===== config.mk =====
export PLATFORM = sky130hd
export DESIGN_NAME = nibble_word_bank_flat
export DESIGN_NICKNAME = d
export VERILOG_FILES = /design/src/rtl/nibble_word_bank_pkg.sv /design/src/rtl/nibble_word_bank_if.sv /design/src/rtl/nibble_word_bank_seg7_scan.sv /design/src/rtl/nibble_word_bank.sv /design/src/flat_wrapper.sv
export SDC_FILE = /design/constraint.sdc
export NUM_CORES = 1
export LEC_CHECK = 0
export ABC_AREA = 1
export ABC_CLOCK_PERIOD_IN_PS = 2300
export BUFFER_PORTS_ARGS = -buffer_cell sky130_fd_sc_hd__buf_2
export CAP_MARGIN = 25
export CORE_MARGIN = 1.5
export CORE_UTILIZATION = 60
export DETAILED_ROUTE_END_ITERATION = 10
export PLACE_DENSITY_LB_ADDON = 0.1
export SLEW_MARGIN = 20
export SYNTH_ARGS = -nofsm -noshare
export SYNTH_HDL_FRONTEND = slang
export SYNTH_SLANG_ARGS = --single-unit

===== constraint.sdc =====
create_clock -name clk -period 2.3 [get_ports clk]
set_input_delay 0 -clock clk [delete_from_list [all_inputs] [get_ports clk]]
set_output_delay 0 -clock clk [all_outputs]
set_load 0.03 [all_outputs]

===== src/rtl/nibble_word_bank_pkg.sv =====
// Shared types and constants for the nibble word bank: FSM state encoding
// and the active-low seven-segment pattern table.
package nwb_pkg;

    typedef enum logic [1:0] {
        EDIT   = 2'd0,
        COMMIT = 2'd1,
        VIEW   = 2'd2
    } state_t;

    // Active-low segment patterns, bit order {g,f,e,d,c,b,a}; entry 0 is last.
    localparam logic [15:0][6:0] SEG_LUT = {
        7'h0E, 7'h06, 7'h21, 7'h46, 7'h03, 7'h08, 7'h10, 7'h00,
        7'h78, 7'h02, 7'h12, 7'h19, 7'h30, 7'h24, 7'h79, 7'h40
    };

    function automatic logic [6:0] hex2seg(input logic [3:0] v);
        return SEG_LUT[v];
    endfunction

endpackage


===== src/rtl/nibble_word_bank_if.sv =====
// Switch/button/display bundle between the board-side driver and the bank.
interface nwb_if #(
    parameter int NUM_WORDS = 4,
    parameter int NIBBLES   = 4
);
    localparam int NSW = (NIBBLES   > 1) ? $clog2(NIBBLES)   : 1;
    localparam int WSW = (NUM_WORDS > 1) ? $clog2(NUM_WORDS) : 1;

    logic [3:0]           din;
    logic [NSW-1:0]       nib_sel;
    logic [WSW-1:0]       word_sel;
    logic                 load_btn;
    logic                 commit_btn;
    logic                 view;
    logic [6:0]           seg;
    logic                 dp;
    logic [NIBBLES-1:0]   an;
    logic [4*NIBBLES-1:0] led;

    modport master (
        output din, nib_sel, word_sel, load_btn, commit_btn, view,
        input  seg, dp, an, led
    );

    modport slave (
        input  din, nib_sel, word_sel, load_btn, commit_btn, view,
        output seg, dp, an, led
    );
endinterface


===== src/rtl/nibble_word_bank_seg7_scan.sv =====
// Multiplexed seven-segment scanner: holds each digit for REFRESH_DIV
// cycles, rotating through NIBBLES digits, with registered an/seg/dp.
module seg7_scan
    import nwb_pkg::*;
#(
    parameter int  NIBBLES     = 4,
    parameter int  REFRESH_DIV = 100000,
    localparam int DW = (NIBBLES > 1) ? $clog2(NIBBLES) : 1,
    localparam int CW = (REFRESH_DIV > 1) ? $clog2(REFRESH_DIV) : 1
) (
    input  logic                    clk,
    input  logic                    reset,
    input  logic [NIBBLES-1:0][3:0] value,
    input  logic                    dp_en,
    input  logic [DW-1:0]           dp_idx,
    output logic [6:0]              seg,
    output logic                    dp,
    output logic [NIBBLES-1:0]      an
);

    logic [CW-1:0] cnt;
    logic [DW-1:0] digit;

    // Refresh divider; the digit index steps once per wrap.
    always_ff @(posedge clk) begin
        if (!reset) begin
            cnt   <= '0;
            digit <= '0;
        end else if (cnt == CW'(REFRESH_DIV - 1)) begin
            cnt   <= '0;
            digit <= (digit == DW'(NIBBLES - 1)) ? '0 : digit + 1'b1;
        end else begin
            cnt <= cnt + 1'b1;
        end
    end

    // Registered drive so the pins are glitch-free and blank during reset.
    always_ff @(posedge clk) begin
        if (!reset) begin
            an  <= '1;
            seg <= 7'h7F;
            dp  <= 1'b1;
        end else begin
            an  <= ~(NIBBLES'(1) << digit);
            seg <= hex2seg(value[digit]);
            dp  <= ~(dp_en && (dp_idx == digit));
        end
    end

endmodule


===== src/rtl/nibble_word_bank.sv =====
// Nibble-entry word bank: buttons load hex digits into a staging word,
// commit it into one of NUM_WORDS bank entries, and a VIEW mode scans a
// stored word onto the display.
module nibble_word_bank
    import nwb_pkg::*;
#(
    parameter int NUM_WORDS   = 4,
    parameter int NIBBLES     = 4,
    parameter int REFRESH_DIV = 100000
) (
    input logic   clk,
    input logic   reset,
    nwb_if.slave  bus
);

    logic [1:0] sync1, sync2, prev;   // bit 0 = load, bit 1 = commit
    logic [1:0] pulse;
    logic       nib_ok, word_ok;
    state_t     state;

    logic [NIBBLES-1:0][3:0]                 staging;
    logic [NUM_WORDS-1:0][NIBBLES-1:0][3:0]  bank;
    logic [NIBBLES-1:0][3:0]                 view_word, disp;
    logic [NIBBLES-1:0][3:0]                 led_r;

    assign pulse   = sync2 & ~prev;
    assign nib_ok  = 32'(bus.nib_sel)  < NIBBLES;
    assign word_ok = 32'(bus.word_sel) < NUM_WORDS;

    // Two-flop synchronizer plus edge register for both buttons.
    always_ff @(posedge clk) begin
        if (!reset) begin
            sync1 <= '0;
            sync2 <= '0;
            prev  <= '0;
        end else begin
            sync1 <= {bus.commit_btn, bus.load_btn};
            sync2 <= sync1;
            prev  <= sync2;
        end
    end

    // Mode FSM with staging and bank storage; a pulse arriving in VIEW is dropped.
    always_ff @(posedge clk) begin
        if (!reset) begin
            state   <= EDIT;
            staging <= '0;
            bank    <= '0;
        end else begin
            case (state)
                EDIT: begin
                    if (pulse[0] && nib_ok)
                        staging[bus.nib_sel] <= bus.din;
                    if (bus.view)
                        state <= VIEW;
                    else if (pulse[1])
                        state <= COMMIT;
                end
                COMMIT: begin
                    // Writing here picks up a load that landed alongside the commit.
                    if (word_ok)
                        bank[bus.word_sel] <= staging;
                    state <= bus.view ? VIEW : EDIT;
                end
                VIEW: begin
                    if (!bus.view)
                        state <= EDIT;
                end
                default: state <= EDIT;
            endcase
        end
    end

    assign view_word = word_ok ? bank[bus.word_sel] : '0;
    assign disp      = (state == VIEW) ? view_word : staging;

    // LED mirror of the selected bank word, one cycle behind.
    always_ff @(posedge clk) begin
        if (!reset)
            led_r <= '0;
        else
            led_r <= view_word;
    end

    assign bus.led = led_r;

    seg7_scan #(
        .NIBBLES     (NIBBLES),
        .REFRESH_DIV (REFRESH_DIV)
    ) u_scan (
        .clk    (clk),
        .reset  (reset),
        .value  (disp),
        .dp_en  (state == EDIT),
        .dp_idx (bus.nib_sel),
        .seg    (bus.seg),
        .dp     (bus.dp),
        .an     (bus.an)
    );

endmodule


===== src/flat_wrapper.sv =====
// flat-port wrapper written by rule: the top's interface ports become plain ports
module nibble_word_bank_flat import nwb_pkg::*;
#(
    parameter int NUM_WORDS   = 4,
    parameter int NIBBLES     = 4,
    parameter int REFRESH_DIV = 100000
)
  (clk, reset, bus_din, bus_nib_sel, bus_word_sel, bus_load_btn, bus_commit_btn, bus_view, bus_seg, bus_dp, bus_an, bus_led);
  nwb_if #(.NUM_WORDS(NUM_WORDS), .NIBBLES(NIBBLES)) bus_i ();
  input logic clk;
  input logic reset;
  input wire logic [$bits(bus_i.din)-1:0] bus_din;
  input wire logic [$bits(bus_i.nib_sel)-1:0] bus_nib_sel;
  input wire logic [$bits(bus_i.word_sel)-1:0] bus_word_sel;
  input wire logic [$bits(bus_i.load_btn)-1:0] bus_load_btn;
  input wire logic [$bits(bus_i.commit_btn)-1:0] bus_commit_btn;
  input wire logic [$bits(bus_i.view)-1:0] bus_view;
  output wire logic [$bits(bus_i.seg)-1:0] bus_seg;
  output wire logic [$bits(bus_i.dp)-1:0] bus_dp;
  output wire logic [$bits(bus_i.an)-1:0] bus_an;
  output wire logic [$bits(bus_i.led)-1:0] bus_led;
  assign bus_i.din = bus_din;
  assign bus_i.nib_sel = bus_nib_sel;
  assign bus_i.word_sel = bus_word_sel;
  assign bus_i.load_btn = bus_load_btn;
  assign bus_i.commit_btn = bus_commit_btn;
  assign bus_i.view = bus_view;
  assign bus_seg = bus_i.seg;
  assign bus_dp = bus_i.dp;
  assign bus_an = bus_i.an;
  assign bus_led = bus_i.led;
  nibble_word_bank #(.NUM_WORDS(NUM_WORDS), .NIBBLES(NIBBLES), .REFRESH_DIV(REFRESH_DIV)) u_core (.clk(clk), .reset(reset), .bus(bus_i));
endmodule

==> run_results.csv <==
group,metric,value,unit
outcome,status,"completed",
placement,gp_congestion,0.914,
synth,synth_ff_type,"dfxtp_1",
synth,yosys_warnings,0,
die,initial_core_util,61.8,%
cts,cts-root-buf,"clkbuf_8",
min_path,hold_path_class,"input port to flop",
worst_setup_path,worst_ep_required_time,2.69,ns
power_and_ir_drop,clock_power_share,49.8,%
drt,drt-total-wl,14100,microns
sta,setup_violations,0,
sta,worst_pin_slew,0.741,ns
sta,maxSlewViolCount,0,
finish,multiInputGateArea,2530,sq um
cts,cts.sinks,135,
synth,synthDistinctLibCells,31,
drt,drtIter0Drc,281,
finish,diodes,0,
die,die-area,10100,sq um
synth,syn-num-nets,782,
synth,synth_top_area_share,47.5,%
synth,synth_edf_count,0,
synth,async_flop_share,0,%
drt,drc_errors,0,
worst_setup_path,start_kind,"input port",
sta,worst_slack,0.236,ns
worst_setup_path,criticalPathCategory,"input port to flop",
synth,synth_top_cell_by_area,"dfxtp_1",
min_path,hp-start,"bus_word_sel[0]",
sta,finalCriticalPeriod,2.06,ns
synth,yosysMostFrequentCell,"nand2_1",
global_route,grt-ovfl-total,0,
cts,clk_pin_slew,0.06,ns
placement,placed_area,5950,sq um
synth,synthTopCellsByArea,"dfxtp_1, nand2_1, a21oi_1, o21ai_0, nand3_1",
synth,synth_cells,758,
drt,vias,5303,
global_route,grt_pass1_wl,23400,microns
worst_setup_path,r2r-end,"u_core.u_scan.seg[0]$_SDFF_PN1_",
sta,timing.fmax,485,MHz
global_route,antenna_found_initial,0,
min_path,whs_path_depth,5,
sta,max-slew-margin-rel,50.6,%
run,cap_viol_max_count,0,
sta,clock_skew,0.0105,ns
die,die_w,100,microns
placement,place_ws,0.196,ns
finish,syn2layout_area_growth,17.4,%
drt,first_pass_iters,5,
drt,ant_nets,0,
power_and_ir_drop,p_seq_share,44.6,%
synth,ys_seq_area_share,47.5,%
finish,final_area,6680,sq um
synth,ys_ff_latch,135,
cts,cts-htree-levels,4,
cts,cts_tree,"yes",
die,io_pins,41,
die,core-area,9200,sq um
global_route,grt.total_usage,30.0,%
power_and_ir_drop,p_per_area,801,nW/um^2
sta,fin_crit_sh,89.7,%
cts,clock_path_buffers,2,
finish,n_fill_cell,715,
placement,io_buffers,40,
power_and_ir_drop,p_sw,0.00127,W
global_route,first_global_vias,4972,
synth,postSynthAreaPerCell,7.50,sq um
power_and_ir_drop,leakage,2.80,nW
power_and_ir_drop,swShare,23.7,%
sta,report.final.hold_viol_count,0,
global_route,grt_max_degree,83,
worst_setup_path,critPathMaxFanout,20,
cts,clkLatencyLatePin,0.52,ns
placement,hpwl,9590,microns
min_path,min_to,"u_core.bus.led[4]$_SDFF_PN0_",
synth,netlist_top_cells_count,"nand2_1, dfxtp_1, a21oi_1",
drt,wl_per_cell,15.1,microns
worst_setup_path,r2r_cells,13,
die,dieHeight,100,microns
worst_setup_path,setup.worst_path.end_class,"flop",
finish,final_net_count,832,
worst_setup_path,r2r_slack,0.30,ns
power_and_ir_drop,combPwrFrac,5.6,%
power_and_ir_drop,p_int,0.00408,W
worst_setup_path,rr_startpoint,"u_core.state[0]$_SDFFE_PN0P_",
sta,tns,0,ns
sta,rsz0062_at_grt,"no",
synth,netlist_area,5690,sq um
cts,cts_made_buffers,17,
die,rows,35,
drt,vias_per_cell,5.70,
worst_setup_path,cp.arrival,2.46,ns
power_and_ir_drop,peakVddDrop,777,uV
finish,layout-drive-gt1-share,13.0,%
finish,seqCellArea,2700,sq um
[through the flow]
| stage | util, % | instances | total power (W) | hold WS (ns) |
|---|---|---|---|---|
| global placement | 64.7 | 886 | 0.00271 | 0.182 |
| CTS | 72.6 | 931 | 0.00535 | 0.103 |
| finish | 72.6 | 931 | 0.00535 | 0.108 |
| floorplan | - | 758 | 0.00265 | 0.0753 |
| global route | 72.6 | 931 | 0.00551 | 0.142 |
| detailed placement | 64.7 | 886 | 0.00272 | 0.193 |
[power groups by stage]
stage,Sequential [W],Clock [W],Combinational (W)
2_1_floorplan,0.00246,0,0.000182
3_3_place_gp,0.00244,0,0.000272
3_5_place_dp,0.00244,0,0.000279
4_1_cts,0.00238,0.00267,0.000296
5_1_grt,0.00239,0.00279,0.000334
6_report,0.00238,0.00266,0.000301
[critical path: stages]
cell	delay, ns
dlygate4sd3_1	0.53
buf_2	0.23
inv_2	0.31
nor2_1	0.13
a21oi_1	0.19
nand3_1	0.10
nand2_1	0.08
nand3_1	0.07
nand2_1	0.18
inv_1	0.11
ha_1	0.22
nand3_1	0.12
nand2_1	0.07
nand2_1	0.05
nand3_1	0.06
[per-layer routing]
| layer | part of all wire [%] | wire length [microns] | GRT usage (%) | vias to the layer above |
|---|---|---|---|---|
| li1 | - | - | - | 2609 |
| met1 | 42 | 5890 | 35.9 | 2464 |
| met2 | 49 | 6850 | 50.1 | 190 |
| met3 | 5.6 | 789 | 7.38 | 40 |
| met4 | 3.8 | 529 | 15.4 | 0 |
| met5 | 0 | 0 | 0 | - |
[flip-flops by register name (all words and copies together), names as in the netlist]
register             cells
u_core.bus.led          16
u_core.u_scan.an         4
u_core.staging          16
u_core.u_scan.digit      2
u_core.state             2
u_core.sync2             2
u_core.u_scan.dp         1
u_core.u_scan.seg        7
u_core.sync1             2
u_core.u_scan.cnt       17
u_core.bank             64
u_core.prev              2
[repair_timing]
item,CTS,global route
setup buffers,0,0
endpoints found under the setup margin,0,3
gates resized for setup,0,2
endpoints found under the hold margin,45,0
hold buffers,14,0
[cells by family (layout without fill, tap and decap cells)]
kind of cell / after synthesis / after routing / synth area share, %
simple gates: 292 / 292 / 22.4
buf+inv: 101 / 163 / 7.90
fa+ha+maj: 11 / 11 / 2.42
compound gates: 216 / 216 / 19.3
flops: 135 / 135 / 47.5
xor+xnor: 3 / 3 / 0.462
[worst max path at each step]
stage,startpoint,endpoint,slack [ns],cells after the start
floorplan,u_core.state[1]$_SDFFE_PN0P_,u_core.u_scan.seg[0]$_SDFF_PN1_,0.51,13
global placement,bus_word_sel[0],u_core.u_scan.seg[0]$_SDFF_PN1_,0.26,15
detailed placement,bus_word_sel[0],u_core.u_scan.seg[0]$_SDFF_PN1_,0.20,15
CTS,u_core.state[1]$_SDFFE_PN0P_,u_core.u_scan.seg[0]$_SDFF_PN1_,0.24,12
global route,bus_word_sel[1],u_core.u_scan.seg[3]$_SDFF_PN1_,0.02,15
finish,bus_word_sel[1],u_core.u_scan.seg[3]$_SDFF_PN1_,0.24,15
[cells in the final DEF, fill, tap and decap left out, types with 5 or more instances in the layout]
cell type	Yosys	routed
nand2_1	183	183
dfxtp_1	135	135
a21oi_1	122	122
o21ai_0	88	88
inv_1	56	56
nand3_1	47	47
buf_2	15	40
nor2_1	30	30
buf_4	3	17
clkbuf_16	0	16
dlygate4sd3_1	0	14
ha_1	11	11
nor3b_1	6	6
nand2_2	5	5
[layout make-up]
type	instances	share of cell area [%]
inverters	60	3.45
flip-flops and latches	135	40.5
multi-input cells	522	38.0
repair buffers	72	7.31
clock buffers	19	6.61
clock inverters	12	2.12
well taps	111	2.08
(Power assumes the default switching activity.)
